--- src/rtl/cmd_exec.sv ---
// Two-state command executor: accepts a 32-bit word, decodes it on the next cycle, and updates the bank/output registers or flags an error.
// Optional rejected-command counter enabled by defining CMD_EXEC_ERR_CNT_EN.
module cmd_exec #(
    parameter int NUM_BANKS = 4
) (
    input  logic                   clk,
    input  logic                   rst,
    input  logic                   cmd_valid,
    output logic                   cmd_ready,
    input  logic [31:0]            cmd_data,
    output logic [NUM_BANKS*8-1:0] bank_val,
    output logic [NUM_BANKS-1:0]   bank_upd,
    output logic [4:0]             out_sel,
    output logic                   out_upd,
    output logic                   err,
    output logic [15:0]            err_cnt
);

    typedef enum logic {IDLE, EXEC} state_t;

    // Enable bits at or above NUM_BANKS address banks that do not exist.
    localparam logic [3:0] EN_LEGAL = 4'((1 << NUM_BANKS) - 1);

    state_t               state_reg, state_next;
    logic [31:0]          cmd_reg;
    logic [7:0]           bank_reg [NUM_BANKS];
    logic [NUM_BANKS-1:0] bank_upd_reg;
    logic [NUM_BANKS-1:0] bank_wr_next;
    logic [4:0]           out_sel_reg;
    logic                 out_upd_reg, out_wr_next;
    logic                 err_reg, err_next;
    logic                 bank_ok, out_ok;

    assign cmd_ready = (state_reg == IDLE);

    assign bank_ok = (cmd_reg[27:16] == 12'd0) && (cmd_reg[7:4] == 4'd0)
                  && ((cmd_reg[3:0] & ~EN_LEGAL) == 4'd0);
    assign out_ok  = (cmd_reg[27:5] == 23'd0);

    always_comb begin
        state_next   = state_reg;
        bank_wr_next = '0;
        out_wr_next  = 1'b0;
        err_next     = 1'b0;
        case (state_reg)
            IDLE: begin
                if (cmd_valid) begin
                    state_next = EXEC;
                end
            end
            EXEC: begin
                state_next = IDLE;
                if (cmd_reg[31:28] == 4'h0 && bank_ok) begin
                    bank_wr_next = cmd_reg[NUM_BANKS-1:0];
                end else if (cmd_reg[31:28] == 4'h1 && out_ok) begin
                    out_wr_next = 1'b1;
                end else begin
                    err_next = 1'b1;
                end
            end
            default: state_next = IDLE;
        endcase
    end

    always_ff @(posedge clk) begin
        if (rst) begin
            state_reg <= IDLE;
        end else begin
            state_reg <= state_next;
        end
    end

    always_ff @(posedge clk) begin
        if (!rst && cmd_valid && cmd_ready) begin
            cmd_reg <= cmd_data;
        end
    end

    // Reset takes priority, so a word sitting in EXEC is dropped without effect.
    always_ff @(posedge clk) begin
        if (rst) begin
            bank_upd_reg <= '0;
            out_sel_reg  <= 5'd0;
            out_upd_reg  <= 1'b0;
            err_reg      <= 1'b0;
            for (int i = 0; i < NUM_BANKS; i++) begin
                bank_reg[i] <= 8'd0;
            end
        end else begin
            bank_upd_reg <= bank_wr_next;
            out_upd_reg  <= out_wr_next;
            err_reg      <= err_next;
            if (out_wr_next) begin
                out_sel_reg <= cmd_reg[4:0];
            end
            for (int i = 0; i < NUM_BANKS; i++) begin
                if (bank_wr_next[i]) begin
                    bank_reg[i] <= cmd_reg[15:8];
                end
            end
        end
    end

    generate
        for (genvar gi = 0; gi < NUM_BANKS; gi++) begin : g_bank_out
            assign bank_val[gi*8 +: 8] = bank_reg[gi];
        end
    endgenerate

    assign bank_upd = bank_upd_reg;
    assign out_sel  = out_sel_reg;
    assign out_upd  = out_upd_reg;
    assign err      = err_reg;

`ifdef CMD_EXEC_ERR_CNT_EN
    logic [15:0] err_cnt_reg;

    always_ff @(posedge clk) begin
        if (rst) begin
            err_cnt_reg <= 16'd0;
        end else if (err_next && err_cnt_reg != 16'hFFFF) begin
            err_cnt_reg <= err_cnt_reg + 16'd1;
        end
    end

    assign err_cnt = err_cnt_reg;
`else
    assign err_cnt = 16'd0;
`endif

endmodule

--- config.mk ---
export PLATFORM = sky130hd
export DESIGN_NAME = cmd_exec
export DESIGN_NICKNAME = d
export VERILOG_FILES = /design/src/rtl/cmd_exec.sv
export SDC_FILE = /design/constraint.sdc
export NUM_CORES = 1
export LEC_CHECK = 0
export BUFFER_PORTS_ARGS = -buffer_cell sky130_fd_sc_hd__buf_2
export CORE_UTILIZATION = 40
export CTS_CLUSTER_SIZE = 20
export DETAILED_ROUTE_END_ITERATION = 6
export PLACE_DENSITY = 0.76
export SYNTH_ARGS = -nofsm -noshare
export SYNTH_HDL_FRONTEND = slang
export SYNTH_SLANG_ARGS = --single-unit
--- constraint.sdc ---
create_clock -name clk -period 6.1 [get_ports clk]
set_clock_uncertainty 0.05 [all_clocks]
set_input_delay 0.305 -clock clk [delete_from_list [all_inputs] [get_ports clk]]
set_output_delay 0.305 -clock clk [all_outputs]
set_load 0.02 [all_outputs]
Word level (Yosys, flattened, before mapping)
Memory sizes are Yosys's and may differ from the RTL's.
Cells that the tools add are included.

storage, ports and cells
  ROM bits = 0
  bits in writable memories = 32
  memories kept = 1
  latch bits = 0
  word-level logic and storage cells = 50
  register bits after elaboration = 44
  input port bits = 35

memory list
  memory    words  bits a word  read ports  clocked after Yosys merged registers in  wr ports  RTL line  text
  bank_reg  4      8            4           0                                        4         26        logic [7:0] bank_reg [NUM_BANKS];

cells by class
  $add $sub $neg = 0
  multiply operators = 0
  muxes and demuxes = 26
  reduce and logical (&&, ||, !) cells = 11
  shifts and indexed selects = 0
  div/mod/pow operators = 0
  $lt $le $gt $ge = 0
  eq/ne operators = 1
  bitwise gates (word level) = 5

operators with widths
  cell                  number
  $mux W8               4
  $logic_not A23 Y1     1
  $mux W1               19
  $logic_not A12 Y1     1
  $logic_not A4 Y1      2
  $mux W4               2
  $logic_and A1 B1 Y1   5
  $eq A4 B1 Y1 const B  1
  $or A1 B1 Y1          4
  $reduce_or A3 Y1      1
  $pmux W1 S2           1
  $logic_not A1 Y1      1
  $not A1 Y1            1

Longest topological paths before layout
  depth in word-level cells = 9
  mapped depth = 5
  gate-level depth less buffers = 5

Least setup slack after synthesis
OpenSTA, ideal clock, no wires.

  path kind = input to register
  from = input port rst
  to = register cmd_reg[0], enable pin
  slack = 2538 ps
  setup time = 468 ps
  cell stages on the path = 3
  arrival = 3044 ps
  path through = clkbuf_1 > clkbuf_1 > nor3b_1

between the ends
  word-level cells in the longest chain between the ends = 3

ends and longest elaborated chain
  what                               RTL line  text
  start, declared                    7         input logic rst,
  $logic_not A1 Y1                   74        if (!rst && cmd_valid && cmd_ready) begin
  $logic_and A1 B1 Y1 (2 in series)  74
  end signal, assigned               75        cmd_reg <= cmd_data;
  end, declared                      25        logic [31:0] cmd_reg;

Every way passes these cells.
A chain may end at the register's enable or synchronous reset.

==> out/metrics.cfg <==
[grt]
grt_pass1_vias = 1509
grt_max_degree = 33
antenna_found_initial = 0
grt-ovfl-total = 0
grt_pass1_wl_um = 7530
grt_use_total = 0.145

[critical_path]
cp_slowest_cell = a21o_1
path_class = reg2reg
critical-path-top-delay-family = simple AND/OR/NAND/NOR gates
cpPeakStageDelay_ps = 380
startpoint = cmd_reg[20]
rrSetupSlack_ps = 3900
cp_max_fo = 8
startpoint_type = register
crit_arrival_ps = 2160
r2r_start = cmd_reg[20]
rr_endpoint = bank_reg[0][5]
critPathBufInv = 0
crit_required_ps = 6060
cp.depth = 5
cp-end-kind = register
r2r_cells = 5
crit_end = bank_reg[0][5]
cp_cell_sequence = nor4_1 -> nand3_1 -> or2_4 -> nor2b_1 -> a21o_1

[layout]
fill_cells = 615
area_growth_pct = 21.8
final_area_um2 = 3480
diodes = 0
seqCellArea_um2 = 2160
drive_above_1_share = 0.384
layout.nets = 295
multi_input_area_um2 = 624

[power_and_ir_drop]
ir_drop_mv = 0.177
p_leak_uw = 0.00142
p_per_area_nw_per_um2 = 283

[yosys]
synth_mux_area_frac = 0.0140
synth.yosys.seq_area_share = 0.757
yosysTopAreaCell = edfxtp_1
dominantRegCellSynth = edfxtp_1
synthAdderAreaFrac = 0
synth_top_family_by_area = simple AND/OR/NAND/NOR gates
synth-compound-area-share = 0.0276
ys_types = 26
synthesis.area_um2 = 2860
synth_area_leaders = edfxtp_1, dfxtp_1, and2_1
synth_top_area_share = 0.673
synth_edf_count = 64
synth_seq_cells = 76
synthArstFlopShare = 0
synth-xor-area-share = 0
syn_area_per_cell_um2 = 16.5
ys_top_cells_by_count = edfxtp_1, and2_1, buf_4, dfxtp_1, nand2b_1
syn-instance-count = 173
synthSimpleGateAreaFrac = 0.154
yosysMostFrequentCell = edfxtp_1
yosysWarnings = 0

[clock_tree]
cts_root_buffer = clkbuf_8
cts_tree = yes
cts.sinks = 76
cts_resized = 0
htreeDepth = 3
cts-hold-fix-buffers = 0
cts_setup_buffers = 0
clockBufferDepth = 2
numCtsBuffers = 9
path_clk_slew_ps = 70
clock_latency_ps = 340

[routing]
drt-total-wl_um = 4910
wire_per_inst_um = 13.7
wl_met1_um = 2040
route.detailed.drc = 0
ant_nets = 0
top_layer = met4
dr_wl_met2_um = 2410
first_pass_iters = 4
met3_length_um = 399
route.vias.total = 1582
vias_per_cell = 4.41
first_iter_violations = 63

[floorplanning]
die_w_um = 86.5
rows = 30
die_area_um2 = 7480
initial_utilization = 0.418
io_pins = 95
core_area_um2 = 6830
dieHeight_um = 86.5

[sta]
fin_ws_ps = 3900
slew_violations = 0
setup_viol = 0
rsz0062_at_grt = false
fin_crit_sh = 0.361
min_period_ps = 2200
final-hold-violation-count = 0
tns_ps = 0
fmax_mhz = 454

[placement]
port_buffers = 78
dp_hpwl_um = 3510
pre_cts_slack_ps = 3870
place.gp.congestion = 0.709
place_area_um2 = 3310

[flow_run]
cap_violations = 0

[run_status]
status = finished clean

[worst_hold_path]
min_path_type = in2reg

## logic make-up after synthesis
logic type | count (synthesis)
simple gates | 65
mux | 4
buf+inv | 19
flops | 76
other cells | 1
compound gates | 8
## cell type report
cell class              instances  share of cell area
well taps                      96              0.0345
inverters                       1             0.00108
clock inverters                 4              0.0122
repair buffers                 79               0.114
flip-flops and latches         76               0.622
multi-input cells              93               0.179
clock buffers                  10              0.0367
## how the worst min path moves through the flow
stage	cells past startpoint	slack, ps	endpoint	from
final	1	90	cmd_reg[0]	cmd_data[0]
after detailed placement	2	400	out_sel[4]	out_sel[4]
after CTS	1	60	cmd_reg[22]	cmd_data[22]
after global placement	2	410	out_sel[4]	out_sel[4]
after floorplan	0	350	cmd_reg[0]	cmd_data[0]
after global routing	1	50	cmd_reg[27]	cmd_data[27]
## routing by layer
layer  vias up  GRT usage
li1        766          -
met1       743      0.167
met2        67      0.225
met3         6     0.0790
met4         0     0.0591
met5         -          0
## cells in the final DEF (no fill, tap or decap), drive strengths merged, types with 2 or more instances in the layout
cell type   n
a21o        4
and2       32
buf        79
clkbuf     10
clkinv      3
conb       16
dfxtp      12
edfxtp     64
mux2i       4
nand2b      9
nand4b      2
nor2        5
nor3        4
nor3b       2
nor4        6
## metrics by stage
stage,total power (µW),util,hold WS (ps),std cells
final,984,0.509,85.8,359
after global routing,1020,0.509,53.2,359
after CTS,997,0.509,64.8,359
after detailed placement,653,0.484,404,345
after global placement,652,0.484,409,345
after floorplan,637,-,354,188
## power breakdown
part | switching, µW | internal [µW] | leakage (µW)
sequential | 9.34 | 580 | 0.000728
clock | 162 | 181 | 0.0000871
combinational | 35.4 | 16.6 | 0.000605
total | 207 | 777 | 0.00142
(Power assumes the default switching activity.)
